===== src/rtl/bus_pkg.sv =====
// Shared constants, source indices and FSM state type for the bus arbiter slice.
package bus_pkg;

  localparam int NUM_SRC = 7;
  localparam int IDX_W   = $clog2(NUM_SRC);

  localparam int SRC_ALU    = 0;
  localparam int SRC_RAM    = 1;
  localparam int SRC_IO     = 2;
  localparam int SRC_REGS   = 3;
  localparam int SRC_CP     = 4;
  localparam int SRC_IND    = 5;
  localparam int SRC_OFFSET = 6;

  typedef enum logic [1:0] {
    IDLE  = 2'd0,
    GRANT = 2'd1,
    TURN  = 2'd2
  } arb_state_e;

endpackage


===== src/rtl/rr_pick.sv =====
// Rotating-priority picker: first requester at or above rr_ptr, wrapping around.
module rr_pick
  import bus_pkg::*;
(
  input  logic [NUM_SRC-1:0] req,
  input  logic [IDX_W-1:0]   rr_ptr,
  output logic [NUM_SRC-1:0] onehot,
  output logic [IDX_W-1:0]   idx,
  output logic               valid
);

  int               sum;
  logic [IDX_W-1:0] pos;

  always_comb begin
    onehot = '0;
    idx    = '0;
    valid  = 1'b0;
    sum    = 0;
    pos    = '0;
    for (int k = 0; k < NUM_SRC; k++) begin
      sum = int'(rr_ptr) + k;
      if (sum >= NUM_SRC) sum = sum - NUM_SRC;
      pos = IDX_W'(sum);
      if (!valid && req[pos]) begin
        valid       = 1'b1;
        onehot[pos] = 1'b1;
        idx         = pos;
      end
    end
  end

endmodule


===== src/rtl/bus_arbiter.sv =====
// Round-robin owner of the wired-OR datapath bus with hold limit, turnaround
// cycle between owners and a sticky flag for unauthorised drivers.
module bus_arbiter
  import bus_pkg::*;
#(
  parameter int MAX_HOLD = 16
) (
  input  logic               clk,
  input  logic               rst_n,
  input  logic [NUM_SRC-1:0] req,
  input  logic [NUM_SRC-1:0] lock,
  input  logic [NUM_SRC-1:0] src_active,
  input  logic               err_clr,
  output logic [NUM_SRC-1:0] grant,
  output logic               busy,
  output logic [IDX_W-1:0]   owner,
  output logic               timeout,
  output logic               collision
);

  localparam int               HOLD_W   = $clog2(MAX_HOLD + 1);
  localparam logic [HOLD_W-1:0] HOLD_MAX = HOLD_W'(MAX_HOLD);
  localparam logic [IDX_W-1:0]  LAST_SRC = IDX_W'(NUM_SRC - 1);

  arb_state_e         state_q, state_d;
  logic [NUM_SRC-1:0] grant_q, grant_d;
  logic [IDX_W-1:0]   owner_q, owner_d;
  logic               busy_q, busy_d;
  logic               timeout_q, timeout_d;
  logic               collision_q, collision_d;
  logic [IDX_W-1:0]   rr_ptr_q, rr_ptr_d;
  logic [HOLD_W-1:0]  hold_cnt_q, hold_cnt_d;

  logic [NUM_SRC-1:0] pick_onehot;
  logic [IDX_W-1:0]   pick_idx;
  logic               pick_valid;
  logic               owner_req, owner_lock, hold_done;

  rr_pick u_pick (
    .req    (req),
    .rr_ptr (rr_ptr_q),
    .onehot (pick_onehot),
    .idx    (pick_idx),
    .valid  (pick_valid)
  );

  always_comb begin
    state_d    = state_q;
    grant_d    = grant_q;
    owner_d    = owner_q;
    busy_d     = busy_q;
    timeout_d  = 1'b0;
    rr_ptr_d   = rr_ptr_q;
    hold_cnt_d = hold_cnt_q;
    owner_req  = req[owner_q];
    owner_lock = lock[owner_q];
    hold_done  = (hold_cnt_q == HOLD_MAX);
    // A new unauthorised driver outranks a clear in the same cycle.
    collision_d = (|(src_active & ~grant_q)) | (collision_q & ~err_clr);

    case (state_q)
      IDLE, TURN: begin
        if (pick_valid) begin
          state_d    = GRANT;
          grant_d    = pick_onehot;
          owner_d    = pick_idx;
          busy_d     = 1'b1;
          hold_cnt_d = HOLD_W'(1);
        end else begin
          state_d    = IDLE;
          grant_d    = '0;
          owner_d    = '0;
          busy_d     = 1'b0;
          hold_cnt_d = '0;
        end
      end
      GRANT: begin
        if (!owner_req || !owner_lock || hold_done) begin
          state_d    = TURN;
          grant_d    = '0;
          owner_d    = '0;
          busy_d     = 1'b0;
          hold_cnt_d = '0;
          rr_ptr_d   = (owner_q == LAST_SRC) ? '0 : owner_q + 1'b1;
          timeout_d  = owner_req && owner_lock;
        end else begin
          hold_cnt_d = hold_cnt_q + 1'b1;
        end
      end
      default: begin
        state_d = IDLE;
        grant_d = '0;
        owner_d = '0;
        busy_d  = 1'b0;
      end
    endcase
  end

  always_ff @(posedge clk) begin
    if (!rst_n) begin
      state_q     <= IDLE;
      grant_q     <= '0;
      owner_q     <= '0;
      busy_q      <= 1'b0;
      timeout_q   <= 1'b0;
      collision_q <= 1'b0;
      rr_ptr_q    <= '0;
      hold_cnt_q  <= '0;
    end else begin
      state_q     <= state_d;
      grant_q     <= grant_d;
      owner_q     <= owner_d;
      busy_q      <= busy_d;
      timeout_q   <= timeout_d;
      collision_q <= collision_d;
      rr_ptr_q    <= rr_ptr_d;
      hold_cnt_q  <= hold_cnt_d;
    end
  end

  assign grant     = grant_q;
  assign busy      = busy_q;
  assign owner     = owner_q;
  assign timeout   = timeout_q;
  assign collision = collision_q;

endmodule


===== config.mk =====
export PLATFORM = sky130hd
export DESIGN_NAME = bus_arbiter
export DESIGN_NICKNAME = d
export VERILOG_FILES = /design/src/rtl/bus_pkg.sv /design/src/rtl/rr_pick.sv /design/src/rtl/bus_arbiter.sv
export SDC_FILE = /design/constraint.sdc
export NUM_CORES = 1
export LEC_CHECK = 0
export CORE_MARGIN = 4
export CORE_UTILIZATION = 55
export CTS_CLUSTER_DIAMETER = 120
export DETAILED_ROUTE_END_ITERATION = 16
export PLACE_DENSITY = 0.79
export SYNTH_ARGS = -nofsm -noshare
export SYNTH_HDL_FRONTEND = slang
export SYNTH_SLANG_ARGS = --single-unit

===== constraint.sdc =====
create_clock -name clk -period 5.1 [get_ports clk]
set_input_delay 0.765 -clock clk [delete_from_list [all_inputs] [get_ports clk]]
set_output_delay 0.765 -clock clk [all_outputs]
set_load 0.05 [all_outputs]

* After elaboration in Yosys (flattened, before gate mapping)
Cells that the tools add are included.
** Operators by class
- Multiplexer cells :: 76
- Add/sub/neg operators :: 15
- Order comparisons :: 22
- Equality and inequality tests :: 5
- Reduce and logical (&&, ||, !) cells :: 30
- Bitwise gates (word level) :: 11
** Operators with widths (count)
- 7-bit two-way mux :: 9
- 3-bit two-way mux :: 17
- 7-bit OR :: 6
- 3-bit by 4-bit < comparator with 1-bit output (second input constant) :: 8
- 1-bit binary-select mux with 3-bit select :: 9
- 1-bit two-way mux :: 27
- 4-bit by 3-bit >= comparator with 1-bit output (second input constant) :: 6
- 1-bit demux with 3-bit select :: 7
- 3-bit by 1-bit >= comparator with 1-bit output (second input constant) :: 7
- 3-bit by 1-bit subtractor with 3-bit output (second input constant) :: 6
- 1-bit logical AND :: 14
- 7-bit one-hot mux with 2 select lines :: 1
- 3-bit by 3-bit adder with 4-bit output (second input constant) :: 3
- 5-bit one-hot mux with 2 select lines :: 1
- 3-bit by 2-bit adder with 4-bit output (second input constant) :: 2
- 1-bit zero test :: 8
- 7-bit AND :: 1
- 7-bit inverter :: 1
- 7-bit OR reduction :: 1
- 3-bit one-hot mux with 2 select lines :: 1
- 5-bit by 1-bit adder with 5-bit output (second input constant) :: 1
- 5-bit equality test (second input constant) :: 1
- 5-bit two-way mux :: 1
- 3-bit by 1-bit adder with 4-bit output (second input constant) :: 1
- other kinds (19) :: 20
** Word-level totals
- Word-level logic and storage cells :: 167
- Register bits :: 23

* Longest topological paths before layout
- Depth after elaboration :: 25
- Depth in mapped cells :: 16
- Depth with buffers taken out :: 13

* By module
A second synthesis with hierarchy kept.
** Second synthesis, totals
- Cell total of the unflattened synthesis :: 422
- Area total of the unflattened synthesis :: 3276.9 um^2
** By module, submodules not included
- rr_pick :: area each 2073.2 um^2, cells an instance 283, instances 1
- bus_arbiter :: area each 1203.7 um^2, cells an instance 139, instances 1

* Worst setup path before layout
Ideal clock, no wire load.
- Path type :: reg-to-reg
- Start :: reg rr_ptr_q[1]
- End :: reg grant_q[5] (netlist: grant[5])
- Stages on the path, launching flop included :: 17
- Setup time :: 0.058 ns
- Path slack :: 1.351 ns
- Data arrival time :: 3.691 ns
- Path through :: dfxtp_1 -> buf_2 -> inv_1 -> ha_1 -> inv_1 -> fa_1 -> buf_2 -> xnor2_2 -> mux2i_1 -> o221ai_2 -> a21oi_4 -> nand3_2 -> or4b_1 -> buf_2 -> or4_1 -> nand4_1 -> a21o_1
** Between the ends
- Word-level cells in the longest chain between the ends :: 25
- Elaborated cells between the ends (all ways) :: 110
** RTL lines
- from (decl) :: line bus_arbiter.sv:31 : logic [IDX_W-1:0] rr_ptr_q, rr_ptr_d;
- from (signal assigned) :: line bus_arbiter.sv:116 : rr_ptr_q <= rr_ptr_d;
- branches (longest 23 deep; another with 3-bit by 1-bit adder with 4-bit output)
- 7-bit two-way mux * :: line bus_arbiter.sv:63 : if (pick_valid) begin
- 7-bit one-hot mux with 2 select lines * :: line bus_arbiter.sv:61 : case (state_q)
- to (signal assigned) :: line bus_arbiter.sv:111 : grant_q <= grant_d;
- to (decl) :: line bus_arbiter.sv:26 : logic [NUM_SRC-1:0] grant_q, grant_d;
Every way passes the cells marked *. The select of a mux whose other input is x is not followed.
A chain may end at the register's enable or synchronous reset.

* Worst setup path after layout
- Start :: reg rr_ptr_q[2]
- End :: reg grant_q[5] (netlist: grant[5])
Same word-level chain as after synthesis.

==> impl_metrics.toml <==
[die]
pin_count = 37
start_util = 0.564
fp-row-count = 27
die_width_microns = 82.9
dieHeight_microns = 82.9
fp.coreArea_sq_um = 5470
die_area_sq_um = 6870

[worst_setup_path]
r2r_start = "rr_ptr_q[2]$_SDFFE_PN0P_"
cp_data_arrival_time_ns = 4.41
reg2reg_to = "grant[5]$_SDFFE_PN0P_"
ff2ff_setup_slack_ns = 0.91
r2r_cells = 11
path_class = "reg2reg"
start_kind = "flip-flop"
startpoint = "rr_ptr_q[2]$_SDFFE_PN0P_"
crit_path_max_fanout = 14
end_kind = "flip-flop"
crit_end = "grant[5]$_SDFFE_PN0P_"
required_ns = 5.32

[run_status]
status = "finished clean"

[pwr]
peakVddDrop_mv = 0.319
power_leakage_nw = 1.36
power_density_nw_per_um2 = 577
p_total_mw = 2.01

[synthesis]
ys_async_sr_fraction = 0
ys_top_cells_by_area = "dfxtp_1 15%, mux2i_1 7.8%, nand2_1 5.8%"
synthFlopType = "dfxtp_1"
yosysWarningCount = 0
synth_top_area_frac = 0.149
netlist_area_sq_um = 3080
yosysTopAreaCell = "dfxtp_1"
yosysUniqueCellTypes = 73
synth-edff-count = 0
synth-seq-cells = 23
synth_fp_nets = 468
syn-mean-instance-area_sq_um = 7.19
netlist_instances = 429
yosysSeqAreaShare = 0.149

[global_route]
overflow = 0
grtUsageTotal = 0.288
grt_pass1_vias = 3192
antenna_found_initial = 0
grt_pass1_wl_microns = 16400
grt_max_degree = 33

[finish]
areaGrowthSynthToFinish_pct = 13.0
layout-drive-gt1-share = 0.0650
diodes = 0
finalNetCount = 486
fill_cells = 522

[sta]
worst_slew_pin_slew_ns = 0.831
final.min_clock_period_ns = 4.19
period_share = 0.822
clock_skew_ns = 0.00370
finalSetupViolations = 0
fmax_mhz = 239
final-hold-violation-count = 0
setup_ws_ns = 0.910
relSlewSlack = 0.438
slew_viol_final = 0
totalNegativeSetupSlack_ns = 0
rsz0062_at_grt = "false"

[job]
drv_cap = 0

[detailed_routing]
drt_wl_total_microns = 10100
avgRoutedWirePerCell_microns = 19.4
drt_iter0_drc = 292
ant_nets = 0
viasPerCell = 6.58
vias = 3410
route.detailed.drc = 0
dr.pass1.iters = 5

[cts]
insertion_delay_ns = 0.27
hold_buffers = 0
path_clk_slew_ns = 0.09
cts_tree = "built"
clockRootBuffer = "clkbuf_8"
cts_resized = 0
cts.htree.levels = 1
cts_sinks = 23
post_cts_buffers = 0
cts_made_buffers = 3
cts.path.max_buffers = 2

[min_path]
min_path_type = "reg2reg"

[placed_design]
pre_cts_ws_ns = 0.931
io_buffers = 36
gp_congestion = 0.971
detailed_place_hpwl_microns = 7810
sequential cells by signal (all words and copies together) (netlist names):
register / cells
state_q: 2
busy: 1
timeout: 1
rr_ptr_q: 3
owner: 3
collision: 1
grant: 7
hold_cnt_q: 5
report_power, final:
part           switching [mW]  total, mW  internal (mW)  leakage (nW)
Combinational            1.03       1.62          0.588          1.14
Clock                  0.0657      0.120         0.0548        0.0255
Sequential             0.0536      0.273          0.220         0.188
Total                    1.15       2.01          0.862          1.36
cell families (layout without fill, tap and decap cells):
logic type	Yosys count	after routing	share of synthesized area
AO/OA/AOI/OAI	127	127	0.291
buffers and inverters	53	70	0.0759
XOR/XNOR	11	11	0.0337
adder cells (fa/ha/maj)	15	15	0.0633
flip-flops	23	23	0.149
AND/OR/NAND/NOR	168	168	0.273
multiplexers	32	32	0.114
worst max-delay path: stages (launching register included):
cell,delay (ns)
dfxtp_1,0.63
inv_1,0.26
fa_1,0.86
nand2_1,0.09
o21ai_0,0.38
a22oi_1,0.21
a21oi_4,0.17
nand3_2,0.14
or4b_1,0.71
or4_1,0.46
nand4_1,0.12
a21o_1,0.11
cell usage after synthesis, types with 3 or more instances:
cell and count:
a311oi_1 3, o22ai_1 9, nand3b_1 4, nor4b_1 3, nor2b_1 3, mux2i_1 24, inv_1 21, a21boi_0 4
a22oi_1 7, nand3_1 18, xnor2_1 7, nor2_1 40, buf_1 3, a221oi_1 4, xor2_1 3, a31oi_1 9
and3_1 6, a221o_1 4, or4_1 3, ha_1 14, nand2b_1 5, nand4_1 7, nor3_1 5, mux2_2 4
a2bb2oi_1 3, clkbuf_1 14, a21oi_1 24, o21ai_0 23, buf_6 3, nor4_1 3, or3_1 3, and2_1 7
a211oi_1 3, buf_2 10, o31ai_1 5, dfxtp_1 23, nand2_1 48, mux2_4 3
through the flow:
stage / hold slack (ns) / utilization / instances / cell area, sq um
finish: 0.484 / 0.637 / 518 / 3490
global route: 0.514 / 0.637 / 518 / 3490
CTS: 0.486 / 0.637 / 518 / 3490
detailed placement: 0.461 / 0.628 / 514 / 3440
global placement: 0.452 / 0.628 / 514 / 3440
floorplan: 0.522 / - / 429 / 3080
final cells by class:
class | count | area (sq um) | area share
clock buffer | 3 | 41.3 | 0.0118
clock inverter | 1 | 5.00 | 0.00144
inverter | 23 | 86.3 | 0.0248
multi-input combinational | 353 | 2390 | 0.686
sequential | 23 | 460 | 0.132
tap | 72 | 90.1 | 0.0258
timing repair buffer | 43 | 413 | 0.118
metal layers:
| metal | share of wire | vias up | GRT usage |
|---|---|---|---|
| met3 | 0.072 | 29 | 0.0377 |
| met1 | 0.45 | 1573 | 0.403 |
| met4 | 0.029 | 0 | 0.104 |
| li1 | - | 1630 | - |
| met5 | 0 | - | 0 |
| met2 | 0.45 | 178 | 0.450 |
cell usage in the layout (no fill, tap or decap), types with 4 or more instances in the layout:
cell,Yosys,layout
nand3b_1,4,4
nor3_1,5,5
mux2_2,4,4
a21oi_1,24,24
a221oi_1,4,4
ha_1,14,14
clkdlybuf4s50_1,0,36
and2_1,7,7
xnor2_1,7,7
o21ai_0,23,23
a21boi_0,4,4
o22ai_1,9,9
nand3_1,18,18
and3_1,6,6
mux2i_1,24,24
inv_1,21,21
buf_4,0,7
nand4_1,7,7
a31oi_1,9,9
o31ai_1,5,5
dfxtp_1,23,23
a22oi_1,7,7
nand2b_1,5,5
nor2_1,40,40
a221o_1,4,4
nand2_1,48,48
worst min-delay path by stage:
stage	cells past startpoint	to	slack [ns]	startpoint
after floorplan	2	hold_cnt_q[2]$_SDFFE_PN0P_	0.52	hold_cnt_q[2]$_SDFFE_PN0P_
after global placement	1	busy$_SDFFE_PN0P_	0.45	busy$_SDFFE_PN0P_
after detailed placement	1	busy$_SDFFE_PN0P_	0.46	busy$_SDFFE_PN0P_
after CTS	1	busy$_SDFFE_PN0P_	0.49	busy$_SDFFE_PN0P_
after global routing	1	busy$_SDFFE_PN0P_	0.51	busy$_SDFFE_PN0P_
final	1	busy$_SDFFE_PN0P_	0.48	busy$_SDFFE_PN0P_
(Power assumes the default switching activity.)
